### src/rtl/cv_ctrl_pkg.sv
// Shared ColecoVision controller definitions: keypad codes (pins {1,2,3,4}),
// keypad one-hot bit positions and the scanner state encoding.
package cv_ctrl_pkg;

    localparam logic [3:0] cv_key_0_c      = 4'b0011;
    localparam logic [3:0] cv_key_1_c      = 4'b1110;
    localparam logic [3:0] cv_key_2_c      = 4'b1101;
    localparam logic [3:0] cv_key_3_c      = 4'b0110;
    localparam logic [3:0] cv_key_4_c      = 4'b0001;
    localparam logic [3:0] cv_key_5_c      = 4'b1001;
    localparam logic [3:0] cv_key_6_c      = 4'b0111;
    localparam logic [3:0] cv_key_7_c      = 4'b1100;
    localparam logic [3:0] cv_key_8_c      = 4'b1000;
    localparam logic [3:0] cv_key_9_c      = 4'b1011;
    localparam logic [3:0] cv_key_star_c   = 4'b1010;
    localparam logic [3:0] cv_key_hash_c   = 4'b0101;
    localparam logic [3:0] cv_key_purple_c = 4'b0100;
    localparam logic [3:0] cv_key_blue_c   = 4'b0010;
    localparam logic [3:0] cv_key_none_c   = 4'b1111;
    localparam logic [3:0] cv_key_bad_c    = 4'b0000;

    localparam int unsigned KEY_WIDTH      = 14;
    localparam int unsigned KEY_BIT_STAR   = 10;
    localparam int unsigned KEY_BIT_HASH   = 11;
    localparam int unsigned KEY_BIT_PURPLE = 12;
    localparam int unsigned KEY_BIT_BLUE   = 13;

    typedef enum logic [2:0] {
        ST_IDLE     = 3'd0,
        ST_J_SETTLE = 3'd1,
        ST_J_SAMPLE = 3'd2,
        ST_J_GAP    = 3'd3,
        ST_K_SETTLE = 3'd4,
        ST_K_SAMPLE = 3'd5,
        ST_K_GAP    = 3'd6
    } scan_state_e;

endpackage

### src/rtl/cv_keycode_dec.sv
// Combinational keypad decoder: raw 4-bit pin code to one-hot key bits,
// with a flag for the illegal all-low code.
module cv_keycode_dec
    import cv_ctrl_pkg::*;
(
    input  logic [3:0]           code_i,
    output logic [KEY_WIDTH-1:0] keypad_o,
    output logic                 bad_o
);

    always_comb begin
        keypad_o = '0;
        bad_o    = 1'b0;
        case (code_i)
            cv_key_0_c:      keypad_o[0]              = 1'b1;
            cv_key_1_c:      keypad_o[1]              = 1'b1;
            cv_key_2_c:      keypad_o[2]              = 1'b1;
            cv_key_3_c:      keypad_o[3]              = 1'b1;
            cv_key_4_c:      keypad_o[4]              = 1'b1;
            cv_key_5_c:      keypad_o[5]              = 1'b1;
            cv_key_6_c:      keypad_o[6]              = 1'b1;
            cv_key_7_c:      keypad_o[7]              = 1'b1;
            cv_key_8_c:      keypad_o[8]              = 1'b1;
            cv_key_9_c:      keypad_o[9]              = 1'b1;
            cv_key_star_c:   keypad_o[KEY_BIT_STAR]   = 1'b1;
            cv_key_hash_c:   keypad_o[KEY_BIT_HASH]   = 1'b1;
            cv_key_purple_c: keypad_o[KEY_BIT_PURPLE] = 1'b1;
            cv_key_blue_c:   keypad_o[KEY_BIT_BLUE]   = 1'b1;
            cv_key_bad_c:    bad_o                    = 1'b1;
            default:         keypad_o                 = '0;
        endcase
    end

endmodule

### src/rtl/cv_ctrl_scanner.sv
// ColecoVision controller port scanner: alternates joystick/keypad select,
// samples synchronized pins, decodes and debounces the full-scan result.
module cv_ctrl_scanner
    import cv_ctrl_pkg::*;
#(
    parameter int unsigned SETTLE_CYCLES  = 32,
    parameter int unsigned DEBOUNCE_SCANS = 2
) (
    input  logic                 clk_i,
    input  logic                 reset_n_i,
    input  logic                 clk_en_i,
    input  logic                 enable_i,
    input  logic                 ctrl_p1_i,
    input  logic                 ctrl_p2_i,
    input  logic                 ctrl_p3_i,
    input  logic                 ctrl_p4_i,
    input  logic                 ctrl_p6_i,
    output logic                 ctrl_p5_o,
    output logic                 ctrl_p8_o,
    output logic [3:0]           joy_o,
    output logic [1:0]           fire_o,
    output logic [KEY_WIDTH-1:0] keypad_o,
    output logic                 bad_code_o,
    output logic                 scan_done_o
);

    localparam int unsigned SCW  = $clog2(SETTLE_CYCLES + 1);
    localparam int unsigned DBW  = $clog2(DEBOUNCE_SCANS + 1);
    localparam int unsigned CANDW = 4 + 2 + KEY_WIDTH + 1;
    localparam logic [SCW-1:0] SETTLE_LAST = SCW'(SETTLE_CYCLES - 1);
    localparam logic [DBW-1:0] DB_TARGET   = DBW'(DEBOUNCE_SCANS);

    // Pin bit order inside the synchronizer: {p6, p4, p3, p2, p1}
    logic [4:0]           pin_meta_q, pin_sync_q;
    logic                 armed_q;

    scan_state_e          state_q, state_d;
    logic [SCW-1:0]       settle_q, settle_d;
    logic                 abort_q, abort_d;
    logic                 p5_q, p5_d, p8_q, p8_d;
    logic [3:0]           joy_cap_q, joy_cap_d;
    logic                 fire1_cap_q, fire1_cap_d;
    logic                 fire2_cap_q, fire2_cap_d;
    logic [3:0]           code_q, code_d;
    logic [CANDW-1:0]     hist_q, hist_d;
    logic [DBW-1:0]       db_cnt_q, db_cnt_d;
    logic [3:0]           joy_q, joy_d;
    logic [1:0]           fire_q, fire_d;
    logic [KEY_WIDTH-1:0] keypad_q, keypad_d;
    logic                 bad_q, bad_d;
    logic                 done_q, done_d;

    logic [KEY_WIDTH-1:0] dec_keypad;
    logic                 dec_bad;
    logic [CANDW-1:0]     candidate;
    logic                 step;

    cv_keycode_dec u_dec (
        .code_i   (code_q),
        .keypad_o (dec_keypad),
        .bad_o    (dec_bad)
    );

    assign candidate = {joy_cap_q, fire2_cap_q, fire1_cap_q, dec_keypad, dec_bad};
    // armed_q delays the first FSM step to the first enable after reset release
    assign step      = clk_en_i && armed_q;

    always_comb begin
        state_d     = state_q;
        settle_d    = settle_q;
        abort_d     = abort_q;
        joy_cap_d   = joy_cap_q;
        fire1_cap_d = fire1_cap_q;
        fire2_cap_d = fire2_cap_q;
        code_d      = code_q;
        hist_d      = hist_q;
        db_cnt_d    = db_cnt_q;
        joy_d       = joy_q;
        fire_d      = fire_q;
        keypad_d    = keypad_q;
        bad_d       = bad_q;
        done_d      = 1'b0;

        if (step) begin
            case (state_q)
                ST_IDLE: begin
                    abort_d  = 1'b0;
                    settle_d = '0;
                    hist_d   = '0;
                    db_cnt_d = '0;
                    if (enable_i) state_d = ST_J_SETTLE;
                end
                ST_J_SETTLE: begin
                    if (!enable_i) begin
                        state_d  = ST_J_GAP;
                        abort_d  = 1'b1;
                        settle_d = '0;
                    end else if (settle_q == SETTLE_LAST) begin
                        state_d  = ST_J_SAMPLE;
                        settle_d = '0;
                    end else begin
                        settle_d = settle_q + 1'b1;
                    end
                end
                ST_J_SAMPLE: begin
                    joy_cap_d   = ~pin_sync_q[3:0];
                    fire1_cap_d = ~pin_sync_q[4];
                    state_d     = ST_J_GAP;
                end
                ST_J_GAP: begin
                    if (!enable_i || abort_q) state_d = ST_IDLE;
                    else                      state_d = ST_K_SETTLE;
                end
                ST_K_SETTLE: begin
                    if (!enable_i) begin
                        state_d  = ST_K_GAP;
                        abort_d  = 1'b1;
                        settle_d = '0;
                    end else if (settle_q == SETTLE_LAST) begin
                        state_d  = ST_K_SAMPLE;
                        settle_d = '0;
                    end else begin
                        settle_d = settle_q + 1'b1;
                    end
                end
                ST_K_SAMPLE: begin
                    code_d      = {pin_sync_q[0], pin_sync_q[1], pin_sync_q[2], pin_sync_q[3]};
                    fire2_cap_d = ~pin_sync_q[4];
                    state_d     = ST_K_GAP;
                end
                ST_K_GAP: begin
                    // An aborted scan is partial: no pulse, no debounce update
                    if (!abort_q) begin
                        done_d = 1'b1;
                        hist_d = candidate;
                        if ((db_cnt_q != '0) && (candidate == hist_q)) begin
                            db_cnt_d = (db_cnt_q == DB_TARGET) ? db_cnt_q : db_cnt_q + 1'b1;
                        end else begin
                            db_cnt_d = DBW'(1);
                        end
                        if (db_cnt_d == DB_TARGET) begin
                            joy_d    = joy_cap_q;
                            fire_d   = {fire2_cap_q, fire1_cap_q};
                            keypad_d = dec_keypad;
                            bad_d    = dec_bad;
                        end
                    end
                    abort_d = 1'b0;
                    state_d = (enable_i && !abort_q) ? ST_J_SETTLE : ST_IDLE;
                end
                default: state_d = ST_IDLE;
            endcase
        end

        // Selects decode from a single next state, so they can never both be low
        p8_d = !((state_d == ST_J_SETTLE) || (state_d == ST_J_SAMPLE));
        p5_d = !((state_d == ST_K_SETTLE) || (state_d == ST_K_SAMPLE));
    end

    always_ff @(posedge clk_i or negedge reset_n_i) begin
        if (!reset_n_i) begin
            pin_meta_q  <= '1;
            pin_sync_q  <= '1;
            armed_q     <= 1'b0;
            state_q     <= ST_IDLE;
            settle_q    <= '0;
            abort_q     <= 1'b0;
            p5_q        <= 1'b1;
            p8_q        <= 1'b1;
            joy_cap_q   <= '0;
            fire1_cap_q <= 1'b0;
            fire2_cap_q <= 1'b0;
            code_q      <= cv_key_none_c;
            hist_q      <= '0;
            db_cnt_q    <= '0;
            joy_q       <= '0;
            fire_q      <= '0;
            keypad_q    <= '0;
            bad_q       <= 1'b0;
            done_q      <= 1'b0;
        end else begin
            pin_meta_q  <= {ctrl_p6_i, ctrl_p4_i, ctrl_p3_i, ctrl_p2_i, ctrl_p1_i};
            pin_sync_q  <= pin_meta_q;
            armed_q     <= 1'b1;
            state_q     <= state_d;
            settle_q    <= settle_d;
            abort_q     <= abort_d;
            p5_q        <= p5_d;
            p8_q        <= p8_d;
            joy_cap_q   <= joy_cap_d;
            fire1_cap_q <= fire1_cap_d;
            fire2_cap_q <= fire2_cap_d;
            code_q      <= code_d;
            hist_q      <= hist_d;
            db_cnt_q    <= db_cnt_d;
            joy_q       <= joy_d;
            fire_q      <= fire_d;
            keypad_q    <= keypad_d;
            bad_q       <= bad_d;
            done_q      <= done_d;
        end
    end

    assign ctrl_p5_o   = p5_q;
    assign ctrl_p8_o   = p8_q;
    assign joy_o       = joy_q;
    assign fire_o      = fire_q;
    assign keypad_o    = keypad_q;
    assign bad_code_o  = bad_q;
    assign scan_done_o = done_q;

endmodule

### config.mk
export PLATFORM = sky130hd
export DESIGN_NAME = cv_ctrl_scanner
export DESIGN_NICKNAME = d
export VERILOG_FILES = /design/src/rtl/cv_ctrl_pkg.sv /design/src/rtl/cv_keycode_dec.sv /design/src/rtl/cv_ctrl_scanner.sv
export SDC_FILE = /design/constraint.sdc
export NUM_CORES = 1
export LEC_CHECK = 0
export ABC_AREA = 1
export BUFFER_PORTS_ARGS = -buffer_cell sky130_fd_sc_hd__buf_4
export CAP_MARGIN = 20
export CORE_ASPECT_RATIO = 0.8
export CORE_MARGIN = 2
export CORE_UTILIZATION = 62
export CTS_CLUSTER_DIAMETER = 30
export DETAILED_ROUTE_END_ITERATION = 12
export GPL_ROUTABILITY_DRIVEN = 1
export PLACE_DENSITY = 0.92
export SLEW_MARGIN = 10
export SYNTH_ARGS = -nofsm -noshare
export SYNTH_HDL_FRONTEND = slang
export SYNTH_SLANG_ARGS = --single-unit
### constraint.sdc
create_clock -name clk_i -period 2.8 [get_ports clk_i]
set_input_delay 0.56 -clock clk_i [delete_from_list [all_inputs] [get_ports clk_i]]
set_output_delay 0.56 -clock clk_i [all_outputs]
set_load 0.05 [all_outputs]
==> flow_summary.ini <==
[grt]
antenna_found_initial = 0
grt_pass1_wl_mm = 12.9
grt_max_degree = 79
grt_overflow_total = 0
busiest_layer = met2
met1_usage_pct = 37.9
grtUsageTotal_pct = 26.5
grt_pass1_vias = 2751
use_met3_pct = 8.76
gr-usage-met2_pct = 38.3

[logic_synthesis]
yosys-top-cells-area = dfrtp_1 (43%), nand2_1 (14%), dfstp_2 (12%)
synth_area_um2 = 3610
yosysSeqAreaShare_pct = 54.6
netlist_top_cells_count = nand2_1 (133), dfrtp_1 (62), inv_1 (59)
synth_area_leader_cell = dfrtp_1
ys.flop_type = dfrtp_1
synthArstFlopShare_pct = 100
avgSynthCellArea_um2 = 8.32
synth_top_area_share_pct = 43.0
yosysMostFrequentCell = nand2_1
syn_inst = 434
synth_edf_count = 0
ys_types = 29
yosys_register_bits = 78
syn-num-nets = 445
ys_warn_count = 0

[pwr]
leakage_nw = 2.16
power.share.clock_pct = 34.7
p_per_area_nw_per_um2 = 766
combPwrFrac_pct = 21.5
power_mw = 3.20
ir_drop_mv = 0.650
p_seq_share_pct = 43.8
swShare_pct = 31.6
p_sw_mw = 1.01
internal_power_mw = 2.19

[critical_path]
rrSetupSlack_ns = 0.56
critPathTopFamily = simple AND/OR/NAND/NOR gates
critPathMostFrequentCell = nand2_1
path_depth = 11
r2r_end = keypad_o[1]
crit_chain = nand2_1, nor2_1, nand2_1, nand2_1, nand2_1, nor2_1, nand3_1, nor2_4, buf_4, nand4_1, nand2_1
slowest_stage = dfstp_2
cpPeakStageDelay_ns = 0.57
end_kind = flop
worstPathArrival_ns = 2.53
cp_max_fo = 22
reg2reg_depth = 11
cp.required_ns = 3.09
path_class = reg2reg
worstSetupStartpointType = flop
path_buf_inv = 1
reg2reg_from = code_q[1]

[die]
die_area_um2 = 6460
boundaryPins = 33
die_width_um = 89.3
num_rows = 24
die_h_um = 72.3
floorplan.initialDensity_pct = 65.4
core_um2 = 5530

[clock_network]
hold_buffers = 0
cts_root_buffer = clkbuf_8
cts_setup_buffers = 0
htreeDepth = 3
cts_buffers = 9
cts_tree = yes
clkLatencyLatePin_ns = 0.36
cts_buffer_depth = 2
post_cts_resized = 0
cts.clk_slew.worst_paths_ns = 0.08
cts.sinks = 78

[cells_and_area]
antenna_cells = 0
multi_input_area_um2 = 1330
drive_above_1_share_pct = 16.3
area_growth_pct = 15.6
fill_cells = 396
ff_latch_area_um2 = 1970
final_nets = 478

[sta]
min_period_ns = 2.24
worstMarginPinSlew_ns = 0.934
rsz0062_at_grt = false
drv_slew = 0
setup_viol = 0
finalHoldViolCount = 0
max_freq_mhz = 447
skew_ns = 0.00852
post-route-period-util_pct = 79.9
fin_tns_setup_ns = 0
setup_ws_ns = 0.562
holdWs_ns = 0.311
max_slew_margin_pct = 37.7

[min_path]
min_path_type = in2reg
hold_path_depth = 1
hold_end = pin_meta_q[1]
hp-start = ctrl_p2_i

[routing]
wirelength_mm = 7.87
wl_per_cell_um = 14.3
drc = 0
num_vias = 3068
drt_first_pass_iters = 5
detail_route.vias_per_cell = 5.58
drt_iter0_drc = 311
final_antenna_net_count = 0

[placed_design]
place_ws_ns = 0.731
routabilityCongestion = 0.975
port_buffers = 32
hpwl_mm = 5.13

[status]
outcome = completed

[flow_run]
cap_violations = 0
==> per-layer routing <==
metal,part of all wire [%],wire (um)
met2,44,3470
met5,0,0
met4,2.3,178
met3,9.1,717
met1,44,3500
==> logic make-up after synthesis <==
logic type                 Yosys count  share of synthesized area (%)
AOI/OAI and AO/OA                   63                           9.53
buffers and inverters               76                           8.62
other                                1                          0.104
and+or+nand+nor                    208                           25.0
xor gates and xnor gates             6                           1.45
adders and majority gates            2                          0.693
DFF                                 78                           54.6
==> flip-flops by register name (all words and copies together), names as in the netlist, 2 cells and up <==
name,count
hist_q,21
pin_sync_q,5
joy_o,4
code_q,4
db_cnt_q,2
pin_meta_q,5
joy_cap_q,4
state_q,3
fire_o,2
settle_q,6
keypad_o,14
==> area by class of cell <==
type	instances	share of cell area [%]
inverter	61	5.48
sequential	78	47.2
clock buffer	10	3.30
timing repair buffer	37	6.65
tap	78	2.34
multi-input combinational	280	31.8
clock inverter	6	3.18
==> cells in the final DEF (no fill, tap or decap) <==
cell	n
a21boi_0	1
a21oi_1	10
and2_1	1
buf_4	37
bufinv_16	4
clkbuf_8	10
clkinv_1	1
clkinv_2	1
clkinvlp_4	1
conb_1	1
dfrtp_1	62
dfstp_2	16
ha_1	2
inv_1	59
inv_2	1
nand2_1	133
nand3_1	13
nand3_4	1
nand3b_1	1
nand4_1	21
nor2_1	30
nor2_2	3
nor2_4	2
nor3_1	2
nor4_2	1
o211ai_1	1
o21ai_0	29
o21ai_1	3
o22ai_1	19
xor2_1	6
==> metrics by stage <==
step           cells  utilization, %  area (um2)
3_5_place_dp     534            70.7        3910
2_1_floorplan    434               -        3610
4_1_cts          550            75.6        4180
6_report         550            75.6        4180
3_3_place_gp     534            70.7        3910
5_1_grt          550            75.6        4180
==> worst register-to-register path, cell delays in order, from the launching register on <==
cell	delay (ns)
dfstp_2	0.57
nand2_1	0.11
nor2_1	0.22
nand2_1	0.09
nand2_1	0.07
nand2_1	0.07
nor2_1	0.19
nand3_1	0.16
nor2_4	0.15
buf_4	0.25
nand4_1	0.17
nand2_1	0.11
==> worst max-delay path by stage <==
stage,start,to
6_report,code_q[1],keypad_o[1]
5_1_grt,code_q[1],keypad_o[1]
4_1_cts,code_q[1],keypad_o[1]
3_5_place_dp,code_q[3],keypad_o[1]
3_3_place_gp,code_q[1],keypad_o[7]
2_1_floorplan,code_q[0],fire_o[1]
==> power groups by stage <==
stage | logic, mW | registers, mW | clock network [mW]
2_1_floorplan | 0.487 | 1.40 | 0
3_3_place_gp | 0.637 | 1.41 | 0
3_5_place_dp | 0.659 | 1.41 | 0
4_1_cts | 0.673 | 1.39 | 1.12
5_1_grt | 0.776 | 1.42 | 1.16
6_report | 0.687 | 1.40 | 1.11
(Power assumes the default switching activity.)
